--- src/rtl/demux_1_to_4_rr_scheduler.sv ---
// demux_1_to_4_rr_scheduler
// Flow-controlled 1-to-4 demultiplexer front end. Each input word is steered
// into one of four single-word holding registers. The target channel comes
// either from a round-robin burst scheduler (BURST words per channel, then
// advance) or from an externally fixed select.
//
// Ports:
//   clk, rst           system clock, asynchronous active-high reset
//   in_valid/in_ready  producer handshake (in_ready is combinational)
//   in_data [W]        input word
//   mode               0 = round-robin burst, 1 = fixed select
//   fixed_sel [2]      target channel when mode=1
//   select_lines [2]   current target channel
//   out_valid [4]      per-channel word-present flags
//   out_ready [4]      per-channel consumer take strobes
//   out_0..out_3 [W]   per-channel data
module demux_1_to_4_rr_scheduler #(
  parameter int W     = 8,
  parameter int BURST = 4
) (
  input  logic         clk,
  input  logic         rst,
  input  logic         in_valid,
  input  logic [W-1:0] in_data,
  output logic         in_ready,
  input  logic         mode,
  input  logic [1:0]   fixed_sel,
  output logic [1:0]   select_lines,
  output logic [3:0]   out_valid,
  input  logic [3:0]   out_ready,
  output logic [W-1:0] out_0,
  output logic [W-1:0] out_1,
  output logic [W-1:0] out_2,
  output logic [W-1:0] out_3
);

  localparam int CW = (BURST > 1) ? $clog2(BURST) : 1;
  localparam logic [CW-1:0] CNT_LAST = CW'(BURST - 1);

  logic [1:0]    ptr;
  logic [CW-1:0] cnt;
  logic [W-1:0]  data_q [4];
  logic [3:0]    valid_q;
  logic          accept;

  assign select_lines = mode ? fixed_sel : ptr;

  // A slot that is draining this cycle can take a new word, giving one word
  // per cycle per channel. Strict ordering: only the target slot matters.
  assign in_ready = ~valid_q[select_lines] | out_ready[select_lines];
  assign accept   = in_valid & in_ready;

  always_ff @(posedge clk or posedge rst) begin
    if (rst) begin
      valid_q <= 4'b0000;
      for (int i = 0; i < 4; i++) data_q[i] <= '0;
    end else begin
      for (int i = 0; i < 4; i++) begin
        if (accept && (select_lines == 2'(i))) begin
          data_q[i]  <= in_data;
          valid_q[i] <= 1'b1;
        end else if (valid_q[i] && out_ready[i]) begin
          valid_q[i] <= 1'b0;
        end
      end
    end
  end

  // Burst position only advances on accepted words in round-robin mode.
  // Fixed mode parks the pointer and arms a fresh burst for the return.
  always_ff @(posedge clk or posedge rst) begin
    if (rst) begin
      ptr <= 2'd0;
      cnt <= '0;
    end else if (mode) begin
      cnt <= '0;
    end else if (accept) begin
      if (cnt == CNT_LAST) begin
        cnt <= '0;
        ptr <= ptr + 2'd1;
      end else begin
        cnt <= cnt + CW'(1);
      end
    end
  end

  assign out_valid = valid_q;
  assign out_0     = data_q[0];
  assign out_1     = data_q[1];
  assign out_2     = data_q[2];
  assign out_3     = data_q[3];

endmodule

--- config.mk ---
export PLATFORM = sky130hd
export DESIGN_NAME = demux_1_to_4_rr_scheduler
export DESIGN_NICKNAME = d
export VERILOG_FILES = /design/src/rtl/demux_1_to_4_rr_scheduler.sv
export SDC_FILE = /design/constraint.sdc
export NUM_CORES = 1
export LEC_CHECK = 0
export ABC_AREA = 1
export CAP_MARGIN = 25
export CORE_MARGIN = 1
export CORE_UTILIZATION = 46
export CTS_CLUSTER_DIAMETER = 150
export CTS_CLUSTER_SIZE = 28
export DETAILED_ROUTE_END_ITERATION = 10
export PLACE_DENSITY = 0.75
export SYNTH_ARGS = -nofsm -noshare
export SYNTH_HDL_FRONTEND = slang
export SYNTH_SLANG_ARGS = --single-unit
--- constraint.sdc ---
create_clock -name clk -period 1.81 [get_ports clk]
set_clock_uncertainty 0.15 [all_clocks]
set_input_delay 0.362 -clock clk [delete_from_list [all_inputs] [get_ports clk]]
set_output_delay 0.362 -clock clk [all_outputs]
set_load 0.03 [all_outputs]
# Yosys cells after proc, flatten, opt, wreduce, memory -nomap -nowiden
# Cells that the tools add are included.
# W data, S select, Z words.
# classes
reduce_logical,15
muxes,16
magnitude_cmp,1
n_bitwise,4
n_addsub,2
n_eq_ne,4
# ops
cell,n
$mux W1,10
$reduce_bool A2 Y1,5
$logic_and A1 B1 Y1,8
$mux W2,4
$eq A2 B2 Y1 const B,3
$add A2 B1 Y2 const B,2
$bmux W1 S2,2
$lt A2 B3 Y1 const B,1
$reduce_and A3 Y1,1
$eq A2 B1 Y1 const B,1
$logic_not A2 Y1,1
$not A1 Y1,2
$and A1 B1 Y1,1
$or A1 B1 Y1,1
# totals
regBits,40
output_inout_bits,39
input_bits,18
elab_cells,52

# Logic depth before layout (Yosys ltp)
# logic_depth
depth_word,8
depth_mapped,13

# Least setup slack after synthesis
# Ideal clock, no wire load.
# synth_path
path_kind,input-to-reg
start,input port mode
end,"register data_q, in the netlist out_0[7]"
stages,12
t_arrival_ns,1.654
slack_ns,-0.115
path_cell_list,inv_2 nand2_1 nand2_2 nand3_1 nand2_1 nor2_2 nand2_2 nand2_4 buf_6 buf_6 o21ai_1 nand2_1
# synth_via
elab_chain_len,7
word_cells_on_any_way,10
# synth_lines
item,line_no,text
"start, declared",26,"input logic mode,"
$mux W2 (*),46,assign select_lines = mode ? fixed_sel : ptr;
via select_lines[1],28,"output logic [1:0] select_lines,"
$bmux W1 S2,50,assign in_ready = ~valid_q[select_lines] | out_ready[select_lines];
$mux W1 (implied by the code),50,
$not A1 Y1,50,
$or A1 B1 Y1 (*),50,
via in_ready,25,"output logic in_ready,"
$and A1 B1 Y1 (*),51,assign accept = in_valid & in_ready;
$logic_and A1 B1 Y1 (*),59,if (accept && (select_lines == 2'(i))) begin
"end signal, assigned by index",60,data_q[i] <= in_data;
"end, declared",42,logic [W-1:0] data_q [4];
# The timed path passes the listed nets; every way through them passes the cells marked *. The select of a mux whose other input is x is not followed.
# A chain may end at the register's enable or synchronous reset.

# Final worst setup path
# layout_path
start,register ptr[0]
end,output port in_ready
# layout_via
elab_chain_len,5
word_cells_on_any_way,7
# layout_lines
item,line_no,text
"start, declared",40,logic [1:0] ptr;
"start signal, assigned",80,ptr <= ptr + 2'd1;
$mux W2 (*),46,
$bmux W1 S2,50,
$mux W1 (implied by the code),50,
$not A1 Y1,50,
$or A1 B1 Y1 (*),50,
"end, declared",25,
# Mark *: on every way between the ends. The rest lies on a longest branch, timed or not. The select of a mux whose other input is x is not followed.

==> metrics.txt <==
Placer Congestion=a little under 0.9; Ports=57; Comb power frac=0.444; part of the Yosys area used for sequential elements=0.558; Syn Area/Cell=approximately 8.3 um2; WS Path Type=flip-flop to output port; die area=4150 um2; clock sinks=40; iteration count of the initial detailed-routing pass=4; layout cell share with drive strength beyond 1=0.252; Hold Path Class=input pin to async pin; cell area power density=between 1000 and 1500 nW/um2; detailed placement HPWL=3460 um; sw power=0.00151 W; initial DRC count=slightly above 90; CP Launch Type=flip-flop; PortBufs=56; vias in the first global route=1831; Synth top area share=0.558; Layout Nets=between 300 and 400; num rows=22; final setup vio count=34; Wirelength per Cell=around 14 um; crit path max fanout=3; CTS root buf=clkbuf_8; met3 wire length=285 um; TritonCTS clock tree=yes; via/cell ratio=5.12; #FFs+latches synth=40; pin count of the biggest net entering global routing=41; max-slew violations=0; Routed WL=5220 um; clock share of power=0.205; Non-Filler Instances=~370; Slew HR=0.689; Cells after DPL=around 350; max_cap viols=0; Max Freq=511 MHz; Tmin final=1960 ps; critical path arrival=approximately 1400 ps; Flop pwr share=0.351; routed length on met1=2220 um; VDD IR-drop max=approximately 0.74 mV; Syn Inst Count=215; total global-route track usage=0.263; internal cell power=0.00216 W; CP required=1300 ps; RSZ-0062 raised after global routing=true; Die X-Extent=roughly 64 um; CORE AREA=roughly 3700 um2; failing checks=setup timing; highest metal used=met4; area leader, netlist=dfrtp_1; Yosys cell types=18; H-tree Lvls=2; ANT cells=0; hold slack final=about 250 ps; Clock Path Buffers=2; vias after detailed routing=around 1900; CTS Buf Count=5; synth top area cells=dfrtp_1 (56%), nand2_1 (19%), o21ai_0 (7.8%); Leak=~1.5 nW; area delta synth->final=61.8%; Antenna Nets Post-Route=0; synth warn=0; Hold Violations, Final=0; setup ws final=-145 ps; clk_lat worst skew=300 ps; final period utilization=1.08; CP Capture Type=output port; Die H=~64 um; Mapped Area=between 1500 and 2000 um2; first-pass GRT wire length=around 8200 um; switching share of power=0.412; Initial Util=0.486; worst slew pin tran=between 400 and 500 ps; status=complete, but fails checks; antenna violations before repair=0; clock-pin slew on the worst setup and hold paths=roughly 80 ps; wire length on met2=2610 um; syn_nets=about 230; drc violations=0; grt ovf=0
cell usage after synthesis:
| master | count |
|---|---|
| xor2_1 | 1 |
| nor2_2 | 5 |
| nor2_1 | 6 |
| nand3_1 | 7 |
| inv_1 | 14 |
| o21ai_0 | 28 |
| dfrtp_1 | 40 |
| nand2_2 | 4 |
| a21oi_1 | 1 |
| nand2_4 | 2 |
| nand2_1 | 90 |
| inv_2 | 1 |
| buf_6 | 2 |
| clkbuf_2 | 2 |
| nand4_1 | 3 |
| o22ai_1 | 4 |
| o21ai_1 | 4 |
| ha_1 | 1 |
timing repair:
item	CTS	global route
setup endpoints to repair	77	40
hold buffers	0	0
gates resized for setup	66	25
pin swaps	7	6
hold endpoints to repair	0	0
buffers inserted	7	1
gates cloned	1	2
worst paths after layout:
kind,slack (ps),end,start,depth (start not counted)
setup / recovery,-150,in_ready,ptr[0],8
hold / removal,250,ptr[1],rst,3
setup reg to reg,-80,out_3[7],ptr[0],12
hold reg to reg,320,out_3[3],out_3[3],2
max in group asynchronous,1040,out_valid[3],rst,3
min in group clk,320,out_3[3],out_3[3],2
power by group through the flow:
stage	sequential, W	clock (W)	combinational (W)
after floorplan	0.00176	0	0.000404
after global placement	0.00130	0	0.00162
after detailed placement	0.00130	0	0.00164
after CTS	0.00128	0.000755	0.00155
after global routing	0.00131	0.000793	0.00175
final	0.00129	0.000753	0.00163
cells in the final DEF, fill, tap and decap left out, drive strengths merged:
cell           Yosys  routed
xor2               1       1
nand4              3       3
bufinv             0       1
buf                2      45
o22ai              4       4
clkbuf             2       5
clkdlybuf4s15      0       1
clkinvlp           0       1
o21ai             32      32
inv               15      16
clkdlybuf4s50      0      14
nand3              7       7
dlygate4sd2        0      38
ha                 1       1
dfrtp             40      40
nand2             96      97
nor2              11      11
a21oi              1       1
per-stage QoR:
stage	utilization	area, um2	setup slack, ps	setup TNS, ps	power, W
detailed placement	0.715	2640	-555	-20410	0.00294
CTS	0.766	2820	-78.4	-78.4	0.00359
global placement	0.715	2640	-537	-19140	0.00293
global route	0.787	2900	-192	-5370	0.00385
finish	0.787	2900	-145	-1780	0.00367
floorplan	-	1800	8.80	0	0.00216
layout make-up:
type,count,area (um2)
inverter,15,56.3
fill,282,786
multi-input combinational,157,805
tap,48,60.1
clock buffer,5,68.8
sequential,40,1000
timing repair buffer,98,866
clock inverter,3,46.3
critical path, stage by stage (launching register included):
cell     delay [ps]
dfrtp_1         420
nand2_2         130
buf_6           110
nand3_2          70
nand2_1          70
nand2_1          70
nand2_2         100
nand2_4          50
buf_6           130
metal layers:
layer / GRT usage / vias up
li1: - / 902
met1: 0.329 / 896
met2: 0.443 / 68
met3: 0.0546 / 9
met4: 0.108 / 0
met5: 0 / -
cells by family after synthesis:
logic type,synth area share
AND/OR/NAND/NOR,0.275
buffers and inverters,0.0495
AO/OA/AOI/OAI,0.106
flip-flops,0.558
XOR/XNOR,0.00488
adder cells (fa/ha/maj),0.00697
state kept, by name, indices dropped and copies added, names as in the netlist:
signal,cells
out_2,8
out_valid,4
ptr,2
cnt,2
out_3,8
out_1,8
out_0,8
(Power assumes the default switching activity.)
